`src/rtl/sophon_ext_loader.sv`:
```
// Purpose: streams a program image into ITCM/DTCM over the core ext port, reads it back to verify an XOR checksum, then releases core soft reset.
// Latency: one bus transaction per word per pass (req 1 cycle after issue, dropped on ack); done_o/rst_soft_no rise 2 cycles after the final read ack.
// Backpressure: s_ready_o is registered and high only while collecting header/payload bytes; bus requests are held until ack or timeout.
module sophon_ext_loader #(
   parameter int TIMEOUT_CYC = 1024,
   parameter int CNT_W       = 16
) (
   input  logic             clk,
   input  logic             rst_n,
   input  logic             start_i,
   input  logic             s_valid_i,
   input  logic [7:0]       s_data_i,
   output logic             s_ready_o,
   output logic             ext_req_o,
   output logic             ext_we_o,
   output logic [31:0]      ext_addr_o,
   output logic [31:0]      ext_wdata_o,
   input  logic             ext_ack_i,
   input  logic             ext_error_i,
   input  logic [31:0]      ext_rdata_i,
   output logic             rst_soft_no,
   output logic             busy_o,
   output logic             done_o,
   output logic             err_o,
   output logic [2:0]       err_code_o,
   output logic [CNT_W-1:0] word_cnt_o
);

   typedef enum logic [2:0] {
      S_IDLE, S_HDR, S_DATA, S_WR, S_RD, S_CHECK, S_RUN, S_ERR
   } state_t;

   localparam int               TMO_W     = $clog2(TIMEOUT_CYC + 1);
   // The request is visible for exactly TIMEOUT_CYC cycles; the last one is still allowed to ack.
   localparam logic [TMO_W-1:0] TMO_LAST  = TMO_W'(TIMEOUT_CYC - 1);
   localparam logic [31:0]      MAX_WORDS = 32'((64'd1 << CNT_W) - 64'd1);

   localparam logic [2:0] CODE_HDR  = 3'd1;
   localparam logic [2:0] CODE_BUS  = 3'd2;
   localparam logic [2:0] CODE_TMO  = 3'd3;
   localparam logic [2:0] CODE_CSUM = 3'd4;

   state_t           r_state;
   state_t           w_state_nxt;
   logic [2:0]       w_code_nxt;

   logic             r_s_ready;
   logic [2:0]       r_hdr_cnt;
   logic [55:0]      r_hdr;
   logic [1:0]       r_byte_cnt;
   logic [31:0]      r_base;
   logic [31:0]      r_addr;
   logic [31:0]      r_wdata;
   logic [CNT_W-1:0] r_words;
   logic [CNT_W-1:0] r_word_cnt;
   logic [31:0]      r_csum;
   logic [31:0]      r_rsum;
   logic             r_req;
   logic             r_we;
   logic [TMO_W-1:0] r_tmo;
   logic             r_done;
   logic             r_err;
   logic [2:0]       r_err_code;
   logic             r_rst_soft;

   logic             w_hs;
   logic             w_start;
   logic [63:0]      w_hdr;
   logic             w_hdr_bad;
   logic [31:0]      w_word;
   logic [CNT_W-1:0] w_cnt_inc;
   logic             w_last;
   logic             w_hdr_acc;
   logic             w_dat_acc;
   logic             w_issue;
   logic             w_ack_ok;
   logic             w_tmo_hit;

   assign w_hs      = s_valid_i & r_s_ready;
   assign w_start   = start_i & ((r_state == S_IDLE) | (r_state == S_RUN) | (r_state == S_ERR));
   // Header bytes arrive BASE first, little-endian, so the newest byte is the top byte of LEN.
   assign w_hdr     = {s_data_i, r_hdr};
   assign w_hdr_bad = (w_hdr[1:0] != 2'b00) | (w_hdr[33:32] != 2'b00) | (w_hdr[63:32] == 32'd0)
                    | ({2'b00, w_hdr[63:34]} > MAX_WORDS);
   assign w_word    = {s_data_i, r_wdata[31:8]};
   assign w_cnt_inc = r_word_cnt + 1'b1;
   assign w_last    = (w_cnt_inc == r_words);

   // Next-state decode and the per-cycle control strobes used by the datapath.
   always_comb begin
      w_state_nxt = r_state;
      w_code_nxt  = 3'd0;
      w_hdr_acc   = 1'b0;
      w_dat_acc   = 1'b0;
      w_issue     = 1'b0;
      w_ack_ok    = 1'b0;
      w_tmo_hit   = 1'b0;
      case (r_state)
         S_IDLE, S_RUN, S_ERR: begin
            if (start_i) w_state_nxt = S_HDR;
         end
         S_HDR: begin
            if (w_hs) begin
               w_hdr_acc = 1'b1;
               if (r_hdr_cnt == 3'd7) begin
                  if (w_hdr_bad) begin
                     w_state_nxt = S_ERR;
                     w_code_nxt  = CODE_HDR;
                  end else begin
                     w_state_nxt = S_DATA;
                  end
               end
            end
         end
         S_DATA: begin
            if (w_hs) begin
               w_dat_acc = 1'b1;
               if (r_byte_cnt == 2'd3) w_state_nxt = S_WR;
            end
         end
         S_WR, S_RD: begin
            if (!r_req) begin
               w_issue = 1'b1;
            end else if (ext_ack_i) begin
               if (ext_error_i) begin
                  w_state_nxt = S_ERR;
                  w_code_nxt  = CODE_BUS;
               end else begin
                  w_ack_ok = 1'b1;
                  if (r_state == S_WR) w_state_nxt = w_last ? S_RD : S_DATA;
                  else if (w_last)     w_state_nxt = S_CHECK;
               end
            end else if (r_tmo == TMO_LAST) begin
               w_tmo_hit   = 1'b1;
               w_state_nxt = S_ERR;
               w_code_nxt  = CODE_TMO;
            end
         end
         S_CHECK: begin
            if (r_rsum == r_csum) begin
               w_state_nxt = S_RUN;
            end else begin
               w_state_nxt = S_ERR;
               w_code_nxt  = CODE_CSUM;
            end
         end
         default: w_state_nxt = S_IDLE;
      endcase
   end

   // State register.
   always_ff @(posedge clk or negedge rst_n) begin
      if (!rst_n) r_state <= S_IDLE;
      else        r_state <= w_state_nxt;
   end

   // Datapath: byte assembly, checksums, bus request handshake and status flags.
   always_ff @(posedge clk or negedge rst_n) begin
      if (!rst_n) begin
         r_s_ready  <= 1'b0;
         r_hdr_cnt  <= '0;
         r_hdr      <= '0;
         r_byte_cnt <= '0;
         r_base     <= '0;
         r_addr     <= '0;
         r_wdata    <= '0;
         r_words    <= '0;
         r_word_cnt <= '0;
         r_csum     <= '0;
         r_rsum     <= '0;
         r_req      <= 1'b0;
         r_we       <= 1'b0;
         r_tmo      <= '0;
         r_done     <= 1'b0;
         r_err      <= 1'b0;
         r_err_code <= '0;
         r_rst_soft <= 1'b0;
      end else begin
         r_s_ready <= (w_state_nxt == S_HDR) | (w_state_nxt == S_DATA);

         if (w_start) begin
            r_done     <= 1'b0;
            r_err      <= 1'b0;
            r_err_code <= '0;
            r_word_cnt <= '0;
            r_rst_soft <= 1'b0;
            r_hdr_cnt  <= '0;
            r_byte_cnt <= '0;
         end

         if (w_hdr_acc) begin
            r_hdr     <= w_hdr[63:8];
            r_hdr_cnt <= r_hdr_cnt + 1'b1;
            if (r_hdr_cnt == 3'd7) begin
               r_base  <= w_hdr[31:0];
               r_addr  <= w_hdr[31:0];
               r_words <= w_hdr[CNT_W+33:34];
               r_csum  <= '0;
            end
         end

         if (w_dat_acc) begin
            r_wdata    <= w_word;
            r_byte_cnt <= r_byte_cnt + 1'b1;
            if (r_byte_cnt == 2'd3) r_csum <= r_csum ^ w_word;
         end

         // Request is dropped on any ack or on timeout, giving at least one idle cycle between requests.
         if (w_issue) begin
            r_req <= 1'b1;
            r_we  <= (r_state == S_WR);
            r_tmo <= '0;
         end else if (r_req) begin
            if (ext_ack_i || w_tmo_hit) r_req <= 1'b0;
            else                        r_tmo <= r_tmo + 1'b1;
         end

         if (w_ack_ok) begin
            if (r_state == S_RD) r_rsum <= r_rsum ^ ext_rdata_i;
            if ((r_state == S_WR) && w_last) begin
               r_addr     <= r_base;
               r_word_cnt <= '0;
               r_rsum     <= '0;
            end else begin
               r_addr     <= r_addr + 32'd4;
               r_word_cnt <= w_cnt_inc;
            end
         end

         if ((w_state_nxt == S_ERR) && (r_state != S_ERR)) begin
            r_err      <= 1'b1;
            r_err_code <= w_code_nxt;
         end

         if ((r_state == S_CHECK) && (w_state_nxt == S_RUN)) begin
            r_done     <= 1'b1;
            r_rst_soft <= 1'b1;
         end
      end
   end

   assign s_ready_o   = r_s_ready;
   assign ext_req_o   = r_req;
   assign ext_we_o    = r_we;
   assign ext_addr_o  = r_addr;
   assign ext_wdata_o = r_wdata;
   assign rst_soft_no = r_rst_soft;
   assign busy_o      = (r_state == S_HDR) | (r_state == S_DATA) | (r_state == S_WR)
                      | (r_state == S_RD)  | (r_state == S_CHECK);
   assign done_o      = r_done;
   assign err_o       = r_err;
   assign err_code_o  = r_err_code;
   assign word_cnt_o  = r_word_cnt;

endmodule

```
`config.mk`:
```
export PLATFORM = sky130hd
export DESIGN_NAME = sophon_ext_loader
export DESIGN_NICKNAME = d
export VERILOG_FILES = /design/src/rtl/sophon_ext_loader.sv
export SDC_FILE = /design/constraint.sdc
export NUM_CORES = 1
export LEC_CHECK = 0
export ABC_AREA = 1
export CAP_MARGIN = 20
export CORE_ASPECT_RATIO = 0.8
export CORE_UTILIZATION = 55
export CTS_BUF_LIST = sky130_fd_sc_hd__clkbuf_4 sky130_fd_sc_hd__clkbuf_8
export CTS_CLUSTER_SIZE = 24
export DETAILED_ROUTE_END_ITERATION = 8
export GPL_TIMING_DRIVEN = 1
export PLACE_DENSITY = 0.77
export SLEW_MARGIN = 40
export SYNTH_ARGS = -nofsm -noshare
export SYNTH_HDL_FRONTEND = slang
export SYNTH_SLANG_ARGS = --single-unit
```
`constraint.sdc`:
```
create_clock -name clk -period 3.3 [get_ports clk]
set_clock_uncertainty 0.15 [all_clocks]
set_input_delay 0.495 -clock clk [delete_from_list [all_inputs] [get_ports clk]]
set_output_delay 0.495 -clock clk [all_outputs]
set_load 0.01 [all_outputs]
```
==> results of run 1 <==
synthesized netlist by cell type (4+ instances only):
| cell | count | area [um2] |
|---|---|---|
| nand2_2 | 8 | 50.1 |
| nor4_1 | 7 | 43.8 |
| nor3b_1 | 4 | 30.0 |
| a21oi_1 | 37 | 185 |
| mux2i_1 | 8 | 80.1 |
| o21ai_0 | 144 | 721 |
| nand3_1 | 54 | 270 |
| ha_1 | 6 | 75.1 |
| nor2_1 | 82 | 308 |
| o221ai_2 | 4 | 60.1 |
| dfrtp_1 | 275 | 6880 |
| nor3_1 | 22 | 110 |
| nor2_2 | 10 | 62.6 |
| o21ai_1 | 7 | 35.0 |
| inv_1 | 211 | 792 |
| nand4_1 | 27 | 169 |
| o22ai_1 | 16 | 100 |
| nor2_4 | 8 | 90.1 |
| nand2_1 | 574 | 2150 |
| xnor2_1 | 14 | 123 |
| xor2_1 | 60 | 526 |
| buf_2 | 11 | 55.1 |
| inv_2 | 8 | 30.0 |
| o221ai_1 | 8 | 70.1 |
| clkbuf_1 | 36 | 135 |
metal layers:
layer | up-vias | track usage [%]
met5 | - | 0
met4 | 0 | 8.77
met3 | 73 | 4.30
met2 | 394 | 42.1
met1 | 5522 | 41.1
li1 | 5623 | -
worst max-delay path, stage by stage (launching register included):
cell and delay [ns]:
dfrtp_1 0.45, ha_1 0.27, or2_2 0.31, nand2_1 0.08, nand2_1 0.05, nand2_1 0.07
nand4_1 0.08, a21oi_1 0.17, nand3_1 0.10, nor2_1 0.22, nand3_1 0.19, nor2_4 0.18
inv_2 0.17, buf_6 0.25, nand2_1 0.10, inv_1 0.04
registers in the layout (all words and copies together), names as in the netlist, 11 cells and up:
| signal | flops |
|---|---|
| r_base | 32 |
| r_rsum | 32 |
| ext_wdata_o | 32 |
| r_hdr | 56 |
| r_words | 16 |
| word_cnt_o | 16 |
| r_csum | 32 |
| ext_addr_o | 32 |
| r_tmo | 11 |
area by class of cell:
cell class              instances  area [um2]  area share (%)
well taps                     318         398            2.44
clock buffers                  72         903            5.55
clock inverters                 8        73.8           0.453
repair buffers                160        1600            9.83
multi-input cells            1128        5600            34.4
inverters                     221         832            5.11
flip-flops and latches        275        6880            42.3
placed cells by master (no fill, tap or decap), types with 8 or more instances in the layout:
cell             instances
inv_2                    9
inv_1                  210
o21ai_0                144
mux2i_1                  8
clkbuf_8                58
nor2_1                  80
nand4_1                 27
clkdlybuf4s50_1        134
nor2_2                  10
nor3_1                  22
xor2_1                  60
clkbuf_4                14
nand3_1                 54
nor2_4                  10
buf_4                   19
dfrtp_1                275
nand2_1                574
a21oi_1                 37
o221ai_1                 8
xnor2_1                 14
o22ai_1                 16
nand2_2                  8
metrics by stage:
stage / cells / instance area (um2)
after floorplan: 1680 / 13600
after CTS: 2182 / 16300
final: 2182 / 16300
after global placement: 2101 / 15300
after global routing: 2182 / 16300
after detailed placement: 2101 / 15300
repair_timing:
item                       CTS  global route
setup endpoints to repair    0            22
hold endpoints to repair    72             0
gates resized for setup      0             1
hold buffers                 1             0
how the worst max path moves through the flow:
stage	to	depth (start not counted)
floorplan	ext_addr_o[11]	15
global placement	r_rsum[28]	11
detailed placement	r_rsum[18]	15
CTS	r_rsum[18]	15
global route	r_rsum[30]	15
finish	r_rsum[13]	15
power by group through the flow:
stage	clock network [mW]	logic, mW	registers [mW]
2_1_floorplan	0	1.67	4.91
3_3_place_gp	0	3.00	4.96
3_5_place_dp	0	3.10	4.99
4_1_cts	3.24	3.12	4.94
5_1_grt	3.39	3.49	5.06
6_report	3.20	3.11	4.96
cells by family after synthesis:
logic type,after synthesis
buf+inv,277
simple gates,805
mux,8
fa+ha+maj,6
xor+xnor,77
flops,275
compound gates,232
==> impl_metrics.toml, run 1 <==
[timing]
worst_slack_ns = 0.285
finalMaxSlewViolations = 0
min_period_ns = 3.02
final.period_utilization_pct = 91.4
max_freq_mhz = 332
finalHoldViolations = 0
max_slew_margin_pct = 59.4
rsz0062_at_grt = "false"
fin_setup_tns_ns = 0
whs_ns = 0.321
worst_pin_slew_ns = 0.609
setup_viol = 0

[logic_synthesis]
syn_area_per_cell_um2 = 8.07
async_flop_share_pct = 100
synth_area_um2 = 13600
synth_top_family_by_area = "simple AND/OR/NAND/NOR gates"
synth_edf_count = 0
ys_seq_area_share_pct = 50.7
synth_fp_nets = 1732
yosys.area_share.xor_xnor_pct = 5.28
yosysWarnings = 0
synth-seq-cells = 275
synth_cells = 1680
yosys.area_share.simple_pct = 24.9
muxShareOfSynthArea_pct = 0.591
synthAdderAreaFrac_pct = 0.554
ys.flop_type = "dfrtp_1"
synth_cell_types = 49
synth_compound_area_share_pct = 9.83

[die]
core_um2 = 24200
fp.dieH_um = 142
start_util_pct = 55.9
rows = 51
io_pins = 136
die-area_um2 = 25300
die_x_um = 178

[final_layout]
drive_gt1_share_pct = 8.69
finish.utilization_pct = 67.2
final_net_count = 1884
fillCellCount = 2017
area_growth_pct = 20.1
antenna_cells = 0

[placement]
io_buffer_count = 135
place.gp.congestion = 0.900
place.detailed.hpwl_um = 24000
place_ws_ns = 0.275

[job]
cap_violations = 0

[route]
wl_per_cell_um = 15.7
drt_iter0_markers = 1185
m1WireLength_um = 15900
dr_total_vias = 11612
vias_per_cell = 5.32
first_pass_iters = 6
route.detailed.drc = 0
dr.max_layer_used = "met4"
drt.antenna.violating_nets = 0
dr_wl_met3_um = 2090
wl_um = 34400
dr_wl_met2_um = 15600

[critical_path]
critPathArrivalTime_ns = 3.31
timing.rr.end = "r_rsum[13]"
r2r_slack_ns = 0.28
startpoint = "word_cnt_o[0]"
r2r_start = "word_cnt_o[0]"
worstPathMaxFanout = 32
crit_path_start_kind = "register"
cp-end-kind = "register"
worst-r2r-cell-count = 15
worstSetupPathType = "register to register"
crit_required_ns = 3.59

[min_path]
worstHoldPathCells = 2
worstHoldStart = "r_hdr[31]"
hold_end = "r_hdr[23]"
min_path_type = "register to register"

[global_route]
grt_overflow = 0
grt_usage_pct = 27.8
antenna_found_initial = 0
grt_pass1_wl_um = 56000
grt_pass1_vias = 10986
grt_max_degree = 77

[cts]
cts_root_buffer = "clkbuf_8"
cts.path.max_buffers = 3
insertion_delay_ns = 0.56
numCtsBuffers = 46
clk_pin_slew_ns = 0.06
h-tree-depth = 2
postCtsSetupRepairBufs = 0
cts.sinks = 275
cts_tree = "done"

[power]
p_per_area_nw_per_um2 = 692
power_mw = 11.3
p_sw_share_pct = 34.6
p_leak_nw = 8.20
p_comb_share_pct = 27.6
p_int_mw = 7.37
pwr-share-clk_pct = 28.4
p_sw_mw = 3.90
seqPwrFrac_pct = 44.0
peakVddDrop_uv = 270

[status]
status = "complete, no violations"
(Power assumes the default switching activity.)
==> run 2, diff against run 1 <==
Settings changed: RECOVER_POWER set to 50.
==> run 2 against run 1 <==
Compared with the run above: the flow now finishes with violations (capacitance limit, slew limit); first-iteration DRC count is 2.5% lower; maximum frequency decreased by 0.13%; non-clock buffer count is the same; via count rose by 0.22%; combinational power is essentially flat; clock power is essentially flat; cell count did not move; sequential power is essentially flat; global-route usage unchanged; count of clock-buffer cells in the layout unchanged; critical path depth unchanged; largest cell class unchanged; highest routed layer unchanged.
==> impl_metrics.toml, run 2 (synthesis results as in run 1) <==
[status]
status = "finished with violations"
violations = "capacitance limit, slew limit"

[timing]
setup_viol = 0
worst_slack_ns = 0.281
fin_setup_tns_ns = 0
final.period_utilization_pct = 91.5
finalMaxSlewViolations = 121
worst_pin_slew_ns = 1.94
finalHoldViolations = 0
whs_ns = 0.322
min_period_ns = 3.02
max_slew_margin_pct = -29.6
max_freq_mhz = 331
rsz0062_at_grt = "false"

[die]
die_x_um = 178
rows = 51
io_pins = 136
die-area_um2 = 25300
core_um2 = 24200
fp.dieH_um = 142
start_util_pct = 55.9

[final_layout]
final_common_cell = "nand2_1"
seqCellArea_um2 = 6880
antenna_cells = 0
drive_gt1_share_pct = 8.48
largest-register = "r_hdr"
multi_input_area_um2 = 5590
final_net_count = 1884
mostFrequentLayoutCells = "nand2_1 (574), dfrtp_1 (275), inv_1 (210), o21ai_0 (144), clkdlybuf4s50_1 (134)"
fillCellCount = 2025
area_growth_pct = 19.7
post-route-cell-area_um2 = 16200
largest_register_ffs = 56

[global_route]
grt_pass1_vias = 10986
grt_overflow = 0
grt_max_degree = 77
grt_pass1_wl_um = 56000
grt_usage_pct = 27.8
antenna_found_initial = 0

[route]
dr_total_vias = 11638
first_pass_iters = 6
drt.antenna.violating_nets = 0
vias_per_cell = 5.33
route.detailed.drc = 0
wl_um = 34500
wl_per_cell_um = 15.8
drt_iter0_markers = 1155

[cts]
cts_tree = "done"
cts.sinks = 275
postCtsSetupRepairBufs = 0
numCtsBuffers = 46
cts_root_buffer = "clkbuf_8"
cts.path.max_buffers = 3
h-tree-depth = 2
insertion_delay_ns = 0.56
clk_pin_slew_ns = 0.06

[critical_path]
cpLargestDelayFamily = "simple AND/OR/NAND/NOR gates"
startpoint = "word_cnt_o[0]"
critPathArrivalTime_ns = 3.31
r2r_start = "word_cnt_o[0]"
cpPeakStageDelay_ns = 0.45
worst-r2r-cell-count = 15
crit_required_ns = 3.59
crit_cells = 15
worst-path-buf-inv = 3
crit_path_start_kind = "register"
cp-end-kind = "register"
worstSetupPathType = "register to register"
endpoint = "r_rsum[13]"
crit_slowest_cell = "dfrtp_1"
timing.rr.end = "r_rsum[13]"
path_cells = "ha_1 -> or2_2 -> nand2_1 -> nand2_1 -> nand2_1 -> nand4_1 -> a21oi_1 -> nand3_1 -> nor2_1 -> nand3_1 -> nor2_4 -> inv_2 -> buf_6 -> nand2_1 -> inv_1"
worstPathMaxFanout = 32
path_common_cell = "nand2_1"
r2r_slack_ns = 0.28

[placement]
place_ws_ns = 0.275
placed_area_um2 = 15300
place.gp.congestion = 0.900
io_buffer_count = 135
place.detailed.hpwl_um = 24000

[power]
power_mw = 11.3
p_leak_nw = 8.18
peakVddDrop_uv = 269
p_per_area_nw_per_um2 = 693

[job]
cap_violations = 2

[min_path]
min_path_type = "register to register"
run 2: metrics by stage:
stage	cells	utilization, %
CTS	2182	67.1
detailed placement	2101	63.1
floorplan	1680	-
global placement	2101	63.1
finish	2182	67.0
global route	2182	67.0
run 2: worst min-delay path by stage:
| stage | start | endpoint | slack [ns] | depth (start not counted) |
|---|---|---|---|---|
| 3_5_place_dp | r_base[27] | r_base[27] | 0.30 | 2 |
| 3_3_place_gp | r_base[27] | r_base[27] | 0.30 | 2 |
| 5_1_grt | r_base[14] | r_base[14] | 0.35 | 2 |
| 2_1_floorplan | rst_n | err_code_o[0] | 0.05 | 0 |
| 4_1_cts | r_base[27] | r_base[27] | 0.32 | 2 |
| 6_report | r_base[27] | r_base[27] | 0.32 | 2 |
run 2: repair_timing:
| action | 4_1_cts | 5_1_grt |
|---|---|---|
| endpoints found under the hold margin | 72 | 0 |
| endpoints found under the setup margin | 0 | 22 |
| resized for setup | 0 | 1 |
| hold buffers | 1 | 0 |
run 2: cell type report:
cell class	count	area share (%)
clock buffers	72	5.56
inverters	221	5.12
repair buffers	160	9.59
multi-input cells	1128	34.4
flip-flops and latches	275	42.4
well taps	318	2.45
clock inverters	8	0.455
run 2: worst reg2reg max path: stages, from the launching register on:
cell and delay (ns):
dfrtp_1 0.45, ha_1 0.27, or2_2 0.31, nand2_1 0.08, nand2_1 0.05, nand2_1 0.07
nand4_1 0.08, a21oi_1 0.17, nand3_1 0.10, nor2_1 0.21, nand3_1 0.20, nor2_4 0.19
inv_2 0.17, buf_6 0.25, nand2_1 0.12, inv_1 0.04
run 2: power by group:
group	switching [mW]	internal, mW
combinational	1.73	1.37
sequential	0.789	4.17
clock	1.38	1.82
total	3.90	7.36
run 2: routing by layer:
| metal | routed length [um] | global-route usage [%] | up-vias | share of wire [%] |
|---|---|---|---|---|
| met5 | 0 | 0 | - | 0 |
| met4 | 772 | 8.77 | 0 | 2.2 |
| met3 | 2180 | 4.30 | 69 | 6.3 |
| met2 | 15500 | 42.1 | 397 | 45 |
| met1 | 16000 | 41.1 | 5544 | 46 |
| li1 | - | - | 5628 | - |
